==> src/rtl/mc_control_unit_if.sv <==
// Instruction handshake plus datapath control bundle between the multi-cycle
// control unit (slave) and the fetch/datapath side (master).
interface mc_control_unit_if;
  logic [31:0] Instr;
  logic        Instr_Valid;
  logic        Instr_Ready;
  logic        Zero;
  logic        Mem_Ready;
  logic [4:0]  RR1;
  logic [4:0]  RR2;
  logic [4:0]  WR;
  logic        WE;
  logic [3:0]  ALU_Op;
  logic [4:0]  ShiftCount;
  logic [1:0]  ALUSrcB;
  logic        WB_Sel;
  logic        MemRead;
  logic        MemWrite;
  logic        PC_Inc;
  logic        PC_Write;
  logic [1:0]  PC_Src;
  logic [31:0] Imm_Ext;
  logic        Illegal;

  modport slave (
    input  Instr, Instr_Valid, Zero, Mem_Ready,
    output Instr_Ready, RR1, RR2, WR, WE, ALU_Op, ShiftCount, ALUSrcB, WB_Sel,
           MemRead, MemWrite, PC_Inc, PC_Write, PC_Src, Imm_Ext, Illegal
  );

  modport master (
    output Instr, Instr_Valid, Zero, Mem_Ready,
    input  Instr_Ready, RR1, RR2, WR, WE, ALU_Op, ShiftCount, ALUSrcB, WB_Sel,
           MemRead, MemWrite, PC_Inc, PC_Write, PC_Src, Imm_Ext, Illegal
  );
endinterface

==> src/rtl/mc_control_unit.sv <==
// Multi-cycle MIPS control FSM: latches one instruction per handshake and
// sequences decode/execute/memory/write-back with Moore-decoded controls.
module mc_control_unit #(
  parameter int unsigned MEM_TIMEOUT = 16,
  parameter bit          SUPPRESS_R0 = 1'b1
) (
  input logic              Clk,
  input logic              Rst_n,
  mc_control_unit_if.slave bus
);
  typedef enum logic [3:0] {
    S_FETCH, S_DECODE, S_EXEC_R, S_R_WB, S_EXEC_I, S_I_WB, S_MEM_ADDR,
    S_MEM_RD, S_MEM_WR, S_MEM_WB, S_BRANCH, S_JUMP, S_ILLEGAL
  } state_e;

  localparam logic [5:0] OP_R    = 6'h00, OP_J    = 6'h02, OP_BEQ  = 6'h04;
  localparam logic [5:0] OP_BNE  = 6'h05, OP_ADDI = 6'h08, OP_SLTI = 6'h0A;
  localparam logic [5:0] OP_ANDI = 6'h0C, OP_ORI  = 6'h0D, OP_LW   = 6'h23;
  localparam logic [5:0] OP_SW   = 6'h2B;
  localparam logic [3:0] ALU_AND = 4'b0000, ALU_OR  = 4'b0001, ALU_ADD = 4'b0010;
  localparam logic [3:0] ALU_SUB = 4'b0110, ALU_SLT = 4'b0111, ALU_NOR = 4'b1100;
  localparam logic [3:0] ALU_SRL = 4'b1101, ALU_SLL = 4'b1110, ALU_SRA = 4'b1111;
  localparam logic [15:0] TIMEOUT_LIM = 16'(MEM_TIMEOUT);

  state_e      state_q, state_d;
  logic [31:0] ir_q, ir_d;
  logic [15:0] cnt_q, cnt_d;

  logic [5:0]  opcode_s, funct_s;
  logic [4:0]  rs_s, rt_s, rd_s, shamt_s;
  logic        shift_s;
  logic [31:0] imm_ext_s;

  assign opcode_s = ir_q[31:26];
  assign rs_s     = ir_q[25:21];
  assign rt_s     = ir_q[20:16];
  assign rd_s     = ir_q[15:11];
  assign shamt_s  = ir_q[10:6];
  assign funct_s  = ir_q[5:0];
  assign shift_s  = (funct_s == 6'h00) || (funct_s == 6'h02) || (funct_s == 6'h03);
  assign imm_ext_s = ((opcode_s == OP_ANDI) || (opcode_s == OP_ORI)) ?
                     {16'd0, ir_q[15:0]} : {{16{ir_q[15]}}, ir_q[15:0]};

  function automatic logic r_funct_ok(input logic [5:0] f);
    case (f)
      6'h20, 6'h22, 6'h24, 6'h25, 6'h27, 6'h2A, 6'h00, 6'h02, 6'h03: return 1'b1;
      default: return 1'b0;
    endcase
  endfunction

  function automatic logic [3:0] r_alu_op(input logic [5:0] f);
    case (f)
      6'h22:   return ALU_SUB;
      6'h24:   return ALU_AND;
      6'h25:   return ALU_OR;
      6'h27:   return ALU_NOR;
      6'h2A:   return ALU_SLT;
      6'h00:   return ALU_SLL;
      6'h02:   return ALU_SRL;
      6'h03:   return ALU_SRA;
      default: return ALU_ADD;
    endcase
  endfunction

  function automatic logic [3:0] i_alu_op(input logic [5:0] op);
    case (op)
      OP_SLTI: return ALU_SLT;
      OP_ANDI: return ALU_AND;
      OP_ORI:  return ALU_OR;
      default: return ALU_ADD;
    endcase
  endfunction

  function automatic logic wr_ok(input logic [4:0] dst);
    return !(SUPPRESS_R0 && (dst == 5'd0));
  endfunction

  // State, instruction register and memory-wait counter.
  always_ff @(posedge Clk) begin
    if (!Rst_n) begin
      state_q <= S_FETCH;
      ir_q    <= 32'd0;
      cnt_q   <= 16'd0;
    end else begin
      state_q <= state_d;
      ir_q    <= ir_d;
      cnt_q   <= cnt_d;
    end
  end

  // Next-state logic.
  always_comb begin
    state_d = state_q;
    ir_d    = ir_q;
    cnt_d   = cnt_q;
    case (state_q)
      S_FETCH: begin
        if (bus.Instr_Valid) begin
          ir_d    = bus.Instr;
          state_d = S_DECODE;
        end else begin
          state_d = S_FETCH;
        end
      end
      S_DECODE: begin
        case (opcode_s)
          OP_R:                              state_d = r_funct_ok(funct_s) ? S_EXEC_R : S_ILLEGAL;
          OP_ADDI, OP_SLTI, OP_ANDI, OP_ORI: state_d = S_EXEC_I;
          OP_LW, OP_SW:                      state_d = S_MEM_ADDR;
          OP_BEQ, OP_BNE:                    state_d = S_BRANCH;
          OP_J:                              state_d = S_JUMP;
          default:                           state_d = S_ILLEGAL;
        endcase
      end
      S_EXEC_R:   state_d = S_R_WB;
      S_EXEC_I:   state_d = S_I_WB;
      S_MEM_ADDR: state_d = (opcode_s == OP_LW) ? S_MEM_RD : S_MEM_WR;
      S_MEM_RD, S_MEM_WR: begin
        // A zero limit disables the abort; the counter just wraps.
        if (bus.Mem_Ready) begin
          cnt_d   = 16'd0;
          state_d = (state_q == S_MEM_RD) ? S_MEM_WB : S_FETCH;
        end else if ((TIMEOUT_LIM != 16'd0) && ((cnt_q + 16'd1) == TIMEOUT_LIM)) begin
          cnt_d   = 16'd0;
          state_d = S_ILLEGAL;
        end else begin
          cnt_d   = cnt_q + 16'd1;
        end
      end
      S_R_WB, S_I_WB, S_MEM_WB, S_BRANCH, S_JUMP, S_ILLEGAL: state_d = S_FETCH;
      default: state_d = S_FETCH;
    endcase
  end

  // Moore output decode; PC_Inc fires in DECODE, the cycle after the accept edge.
  always_comb begin
    bus.Instr_Ready = 1'b0;
    bus.RR1         = 5'd0;
    bus.RR2         = 5'd0;
    bus.WR          = 5'd0;
    bus.WE          = 1'b0;
    bus.ALU_Op      = 4'b0000;
    bus.ShiftCount  = 5'd0;
    bus.ALUSrcB     = 2'b00;
    bus.WB_Sel      = 1'b0;
    bus.MemRead     = 1'b0;
    bus.MemWrite    = 1'b0;
    bus.PC_Inc      = 1'b0;
    bus.PC_Write    = 1'b0;
    bus.PC_Src      = 2'b00;
    bus.Imm_Ext     = 32'd0;
    bus.Illegal     = 1'b0;
    if (Rst_n) begin
      case (state_q)
        S_FETCH: bus.Instr_Ready = 1'b1;
        S_DECODE: begin
          bus.PC_Inc  = 1'b1;
          bus.RR1     = rs_s;
          bus.RR2     = rt_s;
          bus.Imm_Ext = imm_ext_s;
        end
        S_EXEC_R, S_R_WB: begin
          bus.RR1        = shift_s ? rt_s : rs_s;
          bus.RR2        = rt_s;
          bus.ALU_Op     = r_alu_op(funct_s);
          bus.ShiftCount = shift_s ? shamt_s : 5'd0;
          bus.Imm_Ext    = imm_ext_s;
          bus.WR         = (state_q == S_R_WB) ? rd_s : 5'd0;
          bus.WE         = (state_q == S_R_WB) && wr_ok(rd_s);
        end
        S_EXEC_I, S_I_WB: begin
          bus.RR1     = rs_s;
          bus.RR2     = rt_s;
          bus.ALU_Op  = i_alu_op(opcode_s);
          bus.ALUSrcB = 2'b10;
          bus.Imm_Ext = imm_ext_s;
          bus.WR      = (state_q == S_I_WB) ? rt_s : 5'd0;
          bus.WE      = (state_q == S_I_WB) && wr_ok(rt_s);
        end
        S_MEM_ADDR, S_MEM_RD, S_MEM_WR, S_MEM_WB: begin
          bus.RR1      = rs_s;
          bus.RR2      = rt_s;
          bus.ALU_Op   = ALU_ADD;
          bus.ALUSrcB  = 2'b10;
          bus.Imm_Ext  = imm_ext_s;
          bus.MemRead  = (state_q == S_MEM_RD);
          bus.MemWrite = (state_q == S_MEM_WR);
          bus.WB_Sel   = (state_q == S_MEM_WB);
          bus.WR       = (state_q == S_MEM_WB) ? rt_s : 5'd0;
          bus.WE       = (state_q == S_MEM_WB) && wr_ok(rt_s);
        end
        S_BRANCH: begin
          bus.RR1      = rs_s;
          bus.RR2      = rt_s;
          bus.ALU_Op   = ALU_SUB;
          bus.Imm_Ext  = imm_ext_s;
          bus.PC_Src   = 2'b01;
          bus.PC_Write = (opcode_s == OP_BEQ) ? bus.Zero : ~bus.Zero;
        end
        S_JUMP: begin
          bus.PC_Write = 1'b1;
          bus.PC_Src   = 2'b10;
        end
        S_ILLEGAL: bus.Illegal = 1'b1;
        default:   bus.Instr_Ready = 1'b0;
      endcase
    end else begin
      bus.Instr_Ready = 1'b0;
    end
  end
endmodule

==> src/flat_wrapper.sv <==
// flat-port wrapper written by rule: the top's interface ports become plain ports
module mc_control_unit_flat 
#(
  parameter int unsigned MEM_TIMEOUT = 16,
  parameter bit          SUPPRESS_R0 = 1'b1
)
  (Clk, Rst_n, bus_Instr, bus_Instr_Valid, bus_Zero, bus_Mem_Ready, bus_Instr_Ready, bus_RR1, bus_RR2, bus_WR, bus_WE, bus_ALU_Op, bus_ShiftCount, bus_ALUSrcB, bus_WB_Sel, bus_MemRead, bus_MemWrite, bus_PC_Inc, bus_PC_Write, bus_PC_Src, bus_Imm_Ext, bus_Illegal);
  mc_control_unit_if bus_i ();
  input logic Clk;
  input logic Rst_n;
  input wire logic [$bits(bus_i.Instr)-1:0] bus_Instr;
  input wire logic [$bits(bus_i.Instr_Valid)-1:0] bus_Instr_Valid;
  input wire logic [$bits(bus_i.Zero)-1:0] bus_Zero;
  input wire logic [$bits(bus_i.Mem_Ready)-1:0] bus_Mem_Ready;
  output wire logic [$bits(bus_i.Instr_Ready)-1:0] bus_Instr_Ready;
  output wire logic [$bits(bus_i.RR1)-1:0] bus_RR1;
  output wire logic [$bits(bus_i.RR2)-1:0] bus_RR2;
  output wire logic [$bits(bus_i.WR)-1:0] bus_WR;
  output wire logic [$bits(bus_i.WE)-1:0] bus_WE;
  output wire logic [$bits(bus_i.ALU_Op)-1:0] bus_ALU_Op;
  output wire logic [$bits(bus_i.ShiftCount)-1:0] bus_ShiftCount;
  output wire logic [$bits(bus_i.ALUSrcB)-1:0] bus_ALUSrcB;
  output wire logic [$bits(bus_i.WB_Sel)-1:0] bus_WB_Sel;
  output wire logic [$bits(bus_i.MemRead)-1:0] bus_MemRead;
  output wire logic [$bits(bus_i.MemWrite)-1:0] bus_MemWrite;
  output wire logic [$bits(bus_i.PC_Inc)-1:0] bus_PC_Inc;
  output wire logic [$bits(bus_i.PC_Write)-1:0] bus_PC_Write;
  output wire logic [$bits(bus_i.PC_Src)-1:0] bus_PC_Src;
  output wire logic [$bits(bus_i.Imm_Ext)-1:0] bus_Imm_Ext;
  output wire logic [$bits(bus_i.Illegal)-1:0] bus_Illegal;
  assign bus_i.Instr = bus_Instr;
  assign bus_i.Instr_Valid = bus_Instr_Valid;
  assign bus_i.Zero = bus_Zero;
  assign bus_i.Mem_Ready = bus_Mem_Ready;
  assign bus_Instr_Ready = bus_i.Instr_Ready;
  assign bus_RR1 = bus_i.RR1;
  assign bus_RR2 = bus_i.RR2;
  assign bus_WR = bus_i.WR;
  assign bus_WE = bus_i.WE;
  assign bus_ALU_Op = bus_i.ALU_Op;
  assign bus_ShiftCount = bus_i.ShiftCount;
  assign bus_ALUSrcB = bus_i.ALUSrcB;
  assign bus_WB_Sel = bus_i.WB_Sel;
  assign bus_MemRead = bus_i.MemRead;
  assign bus_MemWrite = bus_i.MemWrite;
  assign bus_PC_Inc = bus_i.PC_Inc;
  assign bus_PC_Write = bus_i.PC_Write;
  assign bus_PC_Src = bus_i.PC_Src;
  assign bus_Imm_Ext = bus_i.Imm_Ext;
  assign bus_Illegal = bus_i.Illegal;
  mc_control_unit #(.MEM_TIMEOUT(MEM_TIMEOUT), .SUPPRESS_R0(SUPPRESS_R0)) u_core (.Clk(Clk), .Rst_n(Rst_n), .bus(bus_i));
endmodule
==> config.mk <==
export PLATFORM = sky130hd
export DESIGN_NAME = mc_control_unit_flat
export DESIGN_NICKNAME = d
export VERILOG_FILES = /design/src/rtl/mc_control_unit_if.sv /design/src/rtl/mc_control_unit.sv /design/src/flat_wrapper.sv
export SDC_FILE = /design/constraint.sdc
export NUM_CORES = 1
export LEC_CHECK = 0
export CAP_MARGIN = 20
export CORE_MARGIN = 2
export CORE_UTILIZATION = 48
export DETAILED_ROUTE_END_ITERATION = 7
export PLACE_DENSITY = 0.79
export SETUP_SLACK_MARGIN = 0.15
export SLEW_MARGIN = 40
export SYNTH_ARGS = -nofsm -noshare
export SYNTH_HDL_FRONTEND = slang
export SYNTH_SLANG_ARGS = --single-unit
==> constraint.sdc <==
create_clock -name Clk -period 2.8 [get_ports Clk]
set_input_delay 0.42 -clock Clk [delete_from_list [all_inputs] [get_ports Clk]]
set_output_delay 0.42 -clock Clk [all_outputs]
set_load 0.01 [all_outputs]
# --- Yosys cells after proc, flatten, opt, wreduce, memory -nomap -nowiden ---
# Index checks and enable logic that the tools add are counted.
op_classes:
  n_div: 0
  reduce_logical: 25
  n_mul: 0
  n_lt_le_gt_ge: 0
  bitwise_logic: 1
  addsub: 1
  n_eq_ne: 31
  n_mux: 54
  n_shift: 0
ops:
  columns: ["operator", "n"]
  rows:
  - ["$mux 32", 3]
  - ["$mux 5", 11]
  - ["$eq 6x6->1 const B", 8]
  - ["$mux 16", 2]
  - ["$pmux 4 s8", 1]
  - ["$eq 6x4->1 const B", 4]
  - ["$mux 4", 6]
  - ["$pmux 4 s6", 1]
  - ["$eq 4x4->1 const B", 5]
  - ["$pmux 4 s5", 1]
  - ["$mux 1", 19]
  - ["$eq 6x2->1 const B", 3]
  - ["$add 16x1->16 const B", 1]
  - ["$eq 16x5->1 const B", 1]
  - ["$eq 4x3->1 const B", 4]
  - ["$pmux 4 s4", 1]
  - ["$pmux 5 s3", 1]
  - ["$eq 6x3->1 const B", 2]
  - ["$logic_not 6->1", 2]
  - ["$logic_not 5->1", 2]
  - ["$pmux 5 s2", 1]
  - ["$reduce_or 10->1", 1]
  - ["$reduce_or 2->1", 5]
  - ["$pmux 3 s3", 1]
  - ["17 further kinds", 26]
totals:
  mem_count: 0
  romBits: 0
  ramBits: 0
  word_cells: 115
  latchBits: 0
  in_bits: 37
  register_bits: 52
  output_inout_bits: 68

# --- Longest topological paths before layout ---
logic_depth:
  ltp_word: 8
  mapped_depth: 8
  depth_no_buf: 7

# --- Worst setup path after synthesis ---
# No wires, ideal clock.
synth_timing:
  path_kind: "reg-to-output"
  start: "register u_core.state_q[3]"
  end: "output bus_Imm_Ext[17]"
  t_arrival_ns: 1.649
  required_time_ns: 2.380
  stages_incl_launch_ff: 7
  slack_ns: 0.731
  cell_sequence: "dfxtp_1 buf_2 inv_1 o21ai_0 nor2_1 and3_1 buf_4"
synth_between:
  elab_chain_len: 4
  elab_cells_between_ends: 13
synth_rtl:
  columns: ["element", "line", "text"]
  rows:
  - ["start, declared", "mc_control_unit.sv:25", "state_e state_q, state_d;"]
  - ["start signal, assigned", "mc_control_unit.sv:85", "state_q <= state_d;"]
  - ["$eq 4x1->1, or another cell as far along", "mc_control_unit.sv:154", "case (state_q)"]
  - ["$reduce_or 10->1 (no line) *", null, null]
  - ["$mux 32 *", "mc_control_unit.sv:154", null]
  - ["$mux 32 *", "mc_control_unit.sv:153", "if (Rst_n) begin"]
  - ["end, declared", "flat_wrapper.sv:29", "output wire logic [$bits(bus_i.Imm_Ext)-1:0] bus_Imm_Ext;"]
# Every way passes the cells marked *; elsewhere a longest branch is shown, timed or not.

# --- Worst setup path in the final report ---
layout_timing:
  start: "register u_core.ir_q[4]"
  end: "output bus_RR1[2]"
layout_between:
  elab_chain_len: 6
  elab_cells_between_ends: 8
layout_rtl:
  columns: ["element", "line", "text"]
  rows:
  - ["start, declared", "mc_control_unit.sv:26", "logic [31:0] ir_q, ir_d;"]
  - ["start signal, assigned", "mc_control_unit.sv:86", "ir_q <= ir_d;"]
  - ["$eq 6x2->1 or $logic_not 6->1 (tied branches)", "mc_control_unit.sv:40", "assign shift_s = (funct_s == 6'h00) || (funct_s == 6'h02) || (funct_s == 6'h03);"]
  - ["$logic_or 1x1->1", "mc_control_unit.sv:40", null]
  - ["$logic_or 1x1->1 *", "mc_control_unit.sv:40", null]
  - ["$mux 5 *", "mc_control_unit.sv:163", "bus.RR1 = shift_s ? rt_s : rs_s;"]
  - ["$pmux 5 s2 *", "mc_control_unit.sv:154", null]
  - ["$mux 5 *", "mc_control_unit.sv:153", null]
  - ["end, declared", "flat_wrapper.sv:16", "output wire logic [$bits(bus_i.RR1)-1:0] bus_RR1;"]
# Marks and branches as above.

==> Flow_metrics.wiki <==
{| class="wikitable"
! Metric !! Value
|-
| Synth Register Bits || 52
|-
| Growth of design area from synthesis to finish || 38.6%
|-
| Overflow left after global routing || 0
|-
| Overall power consumption || ~3.5 mW
|-
| Buffer type at the clock tree root || sky130_fd_sc_hd__clkbuf_8
|-
| IR drop worst, VDD || roughly 0.38 mV
|-
| Inserted Clock Buffers || 5
|-
| Class of the most critical hold timing path || reg2reg
|-
| Initial detailed-routing violation count || ~240
|-
| Setup slack on the worst flop-to-flop path || about 280 ps
|-
| Post-route setup TNS || 0 ps
|-
| Drt total wl || 10500 µm
|-
| Startpoint Class || register
|-
| Clock tree from TritonCTS || yes
|-
| Antenna Nets Post-Route || 0
|-
| Top_reg_cell synth || sky130_fd_sc_hd__dfxtp_1
|-
| Period minus WS final || roughly 2600 ps
|-
| Antenna violations before repair || 0
|-
| Cell types with the largest area share after synthesis || sky130_fd_sc_hd__dfxtp_1 (31%), sky130_fd_sc_hd__nand2_1 (9.5%), sky130_fd_sc_hd__a21oi_1 (7.6%), sky130_fd_sc_hd__and2_1 (5.0%), sky130_fd_sc_hd__nor2_1 (4.6%)
|-
| Number of enable-type register cells in the synthesized netlist || 0
|-
| Top-area cell type share of the netlist area || 30.5%
|-
| Core occupancy in the finished layout || between 60 and 70%
|-
| Nets || about 600
|-
| Global router's overall resource usage || a little over a quarter
|-
| Count of pins over their slew limit || 0
|-
| Hold Path Cell Cnt || 2
|-
| Setup-violating endpoint count in the final report || 0
|-
| Synth Area in XOR/XNOR || ~1.5%
|-
| Most common library cells after synthesis || sky130_fd_sc_hd__nand2_1 (86), sky130_fd_sc_hd__a21oi_1 (52), sky130_fd_sc_hd__dfxtp_1 (52)
|-
| Endpoint class of the critical path || output port
|-
| Crit path max-delay cell type || sky130_fd_sc_hd__dfxtp_1
|-
| Clock network latency to the later pin of the worst-skew pair || around 300 ps
|-
| Vias in the first global route || between 3000 and 4000
|-
| Compound-gate portion of the synthesized area || about 22%
|-
| Kind of critical path || reg2out
|-
| Clock sinks || between 50 and 60
|-
| Final design instance area without fill || about 4700 µm²
|-
| Proportion of synthesized chip area in sequential cells || 30.5%
|-
| Fraction of registers with async set or reset after synthesis || 0%
|-
| Highest cell delay on the worst timing path || 400 ps
|-
| Fill cell instance count of the final layout || 589
|-
| Synthesized area divided by synthesized cell count || slightly above 7 µm²
|-
| Weighted congestion at the end of routability-driven global placement || just under 1
|-
| Count of inserted antenna diode cells || 0
|-
| Avg Vias per Cell || around 5.7
|-
| Chip Width || 88.3 µm
|-
| Syn nets || 516
|-
| # placed instances || between 600 and 700
|-
| Number of optimization iterations in the first detailed-route pass || 5
|-
| Number of cells produced by synthesis || roughly 480
|-
| Main combinational cell family by area after synthesis || simple AND/OR/NAND/NOR gates
|-
| CTS Buffer Depth || 2
|-
| Required time at the endpoint of the critical path || 2380 ps
|-
| Wire length of the first global-routing pass || 16500 µm
|-
| Post-Route Skew || slightly below 5 ps
|-
| Max Clk Rate || ~380 MHz
|-
| Area share of and/or/nand/nor cells after synthesis || 36.8%
|-
| Post-synth top area cell || sky130_fd_sc_hd__dfxtp_1
|-
| PD cells || between 700 and 800 nW/µm²
|-
| Actual transition at the worst max-transition pin || 791 ps
|-
| Quantity of I/O buffers inserted on ports || a little over 100
|-
| Hold Fails Final Rpt || 0
|-
| Share of cell area taken by muxes after synthesis || under 10%
|-
| Count of yosys warnings during synthesis || 0
|-
| Wire per inst || between 15 and 20 µm
|-
| Relative slew slack || approximately 47%
|-
| Run status || finished, final reports clean
|-
| Arrival time at the worst endpoint || 2210 ps
|-
| # IOs || roughly 110
|-
| Destination of the worst register-to-register timing path || u_core.state_q[2]
|-
| Core area || slightly below 7000 µm²
|-
| Share of the clock period used by the worst path || between 90% and 100%
|-
| Number of standard-cell rows in the floorplan || 30
|-
| Top-count cell post-synth || sky130_fd_sc_hd__nand2_1
|-
| Post-route insts no fill || roughly 670
|-
| Max-cap violations || 0
|-
| Total DRC errors in the routed layout || 0
|-
| Min-Delay Startpoint || u_core.ir_q[25]
|-
| Reg-to-reg startpoint || u_core.state_q[3]
|-
| Fraction of the mapped netlist area in adder cells || 0.367%
|-
| Worst hold endpoint || u_core.ir_q[25]
|-
| Number of levels in the clock H-tree || 2
|-
| Total Die Area || ~7800 µm²
|-
| Effective utilization at floorplan || around 50%
|-
| Clock Pin Slew Worst Setup and Hold Paths || ~90 ps
|-
| Netlist area before placement || between 3000 and 4000 µm²
|-
| Area after DPL || 4510 µm²
|-
| Vertical die dimension || 88.3 µm
|-
| Series of cell instances along the critical path || nor2_2 > and3b_2 > a21oi_2 > o31a_1 > buf_4 > a22o_1 > dlygate4sd2_1
|-
| Vias post-DR || approximately 3800
|-
| Maximum number of pins on one net before global-route repair || 47
|-
| Leakage power figure || about 2.1 nW
|-
| Post-CTS Hold Fix Bufs || 0
|-
| Half-perimeter wire length after placement || roughly 7700 µm
|-
| Largest fanout of any net on the critical path || 6
|-
| Distinct cells, synth || 62
|-
| Worst-case reg-to-reg path depth || 8
|-
| RSZ-0062 raised after global routing || true
|-
| Share of final-layout standard cells stronger than drive strength 1 || 12.0%
|}
## per-stage QoR
stage	hold slack, ps	worst slack, ps
finish	467	167
global route	495	49.7
CTS	465	154
detailed placement	452	115
global placement	448	151
floorplan	437	731
## critical path, delay by kind of cell (launching register included)
kind / cells / cell delay, ps
AO/OA/AOI/OAI: 3 / 640
buffers and inverters: 2 / 450
AND/OR/NAND/NOR: 2 / 430
flip-flops: 1 / 400
## power by group
group | total [mW] | switching, mW | internal (mW)
Clock | 0.449 | 0.246 | 0.202
Combinational | 1.89 | 1.06 | 0.830
Sequential | 1.14 | 0.233 | 0.909
## sequential cells by signal, indices dropped and copies added (netlist names)
signal and flops:
u_core.cnt_q 16, u_core.ir_q 32, u_core.state_q 4
## logic make-up after synthesis
| logic type | count (synthesis) |
|---|---|
| adders and majority gates | 1 |
| AOI/OAI and AO/OA | 118 |
| and+or+nand+nor | 244 |
| muxes | 4 |
| xor gates and xnor gates | 6 |
| DFF | 52 |
| buffers and inverters | 52 |
| other | 1 |
## worst max path at each step
stage	from	endpoint	slack [ps]
after floorplan	u_core.state_q[3]	bus_Imm_Ext[17]	730
after global placement	Rst_n	bus_RR1[0]	150
after detailed placement	Rst_n	bus_RR1[0]	120
after CTS	Rst_n	bus_Imm_Ext[20]	150
after global routing	u_core.state_q[1]	bus_ALU_Op[0]	50
final	u_core.ir_q[4]	bus_RR1[2]	170
## per-layer routing
layer / GRT usage, % / vias up / share of wire (%)
met1: 36.5 / 1748 / 44
li1: - / 1851 / -
met4: 6.47 / 0 / 1.7
met3: 4.76 / 22 / 7.2
met2: 42.9 / 158 / 47
met5: 0 / - / 0
## final cells by class
type | count | area (µm²) | share of cell area (%)
Clock buffer | 8 | 90.1 | 1.90
Inverter | 5 | 18.8 | 0.397
Multi-Input combinational cell | 374 | 2150 | 45.5
Sequential cell | 52 | 1050 | 22.2
Tap cell | 96 | 120 | 2.54
Timing Repair Buffer | 130 | 1300 | 27.4
## cells in the final DEF, fill, tap and decap left out, drive strengths merged, types with 3 or more instances in the layout
master,synthesis,final
o21ai,20,20
a22o,5,5
xor2,3,3
a21oi,52,52
nor4,5,5
and3,7,7
clkdlybuf4s50,0,74
clkbuf,22,8
dlymetal6s2s,0,22
mux2i,4,4
nand4,10,10
and2,27,27
a2bb2oi,3,3
a22oi,8,8
a211oi,4,4
xnor2,3,3
nand2b,6,6
nand3,18,18
nor3,20,20
or3,4,4
inv,5,5
dfxtp,52,52
buf,25,27
nor2b,4,4
nand2,86,86
a31oi,4,4
dlygate4sd2,0,7
nor2,42,42
nor3b,4,4
## repair_timing
item	4_1_cts	5_1_grt
hold endpoints to repair	0	0
resized for setup	21	33
setup endpoints to repair	39	47
setup buffers	1	2
pin swaps	1	2
Note: power is estimated with default switching activity, not from simulation.
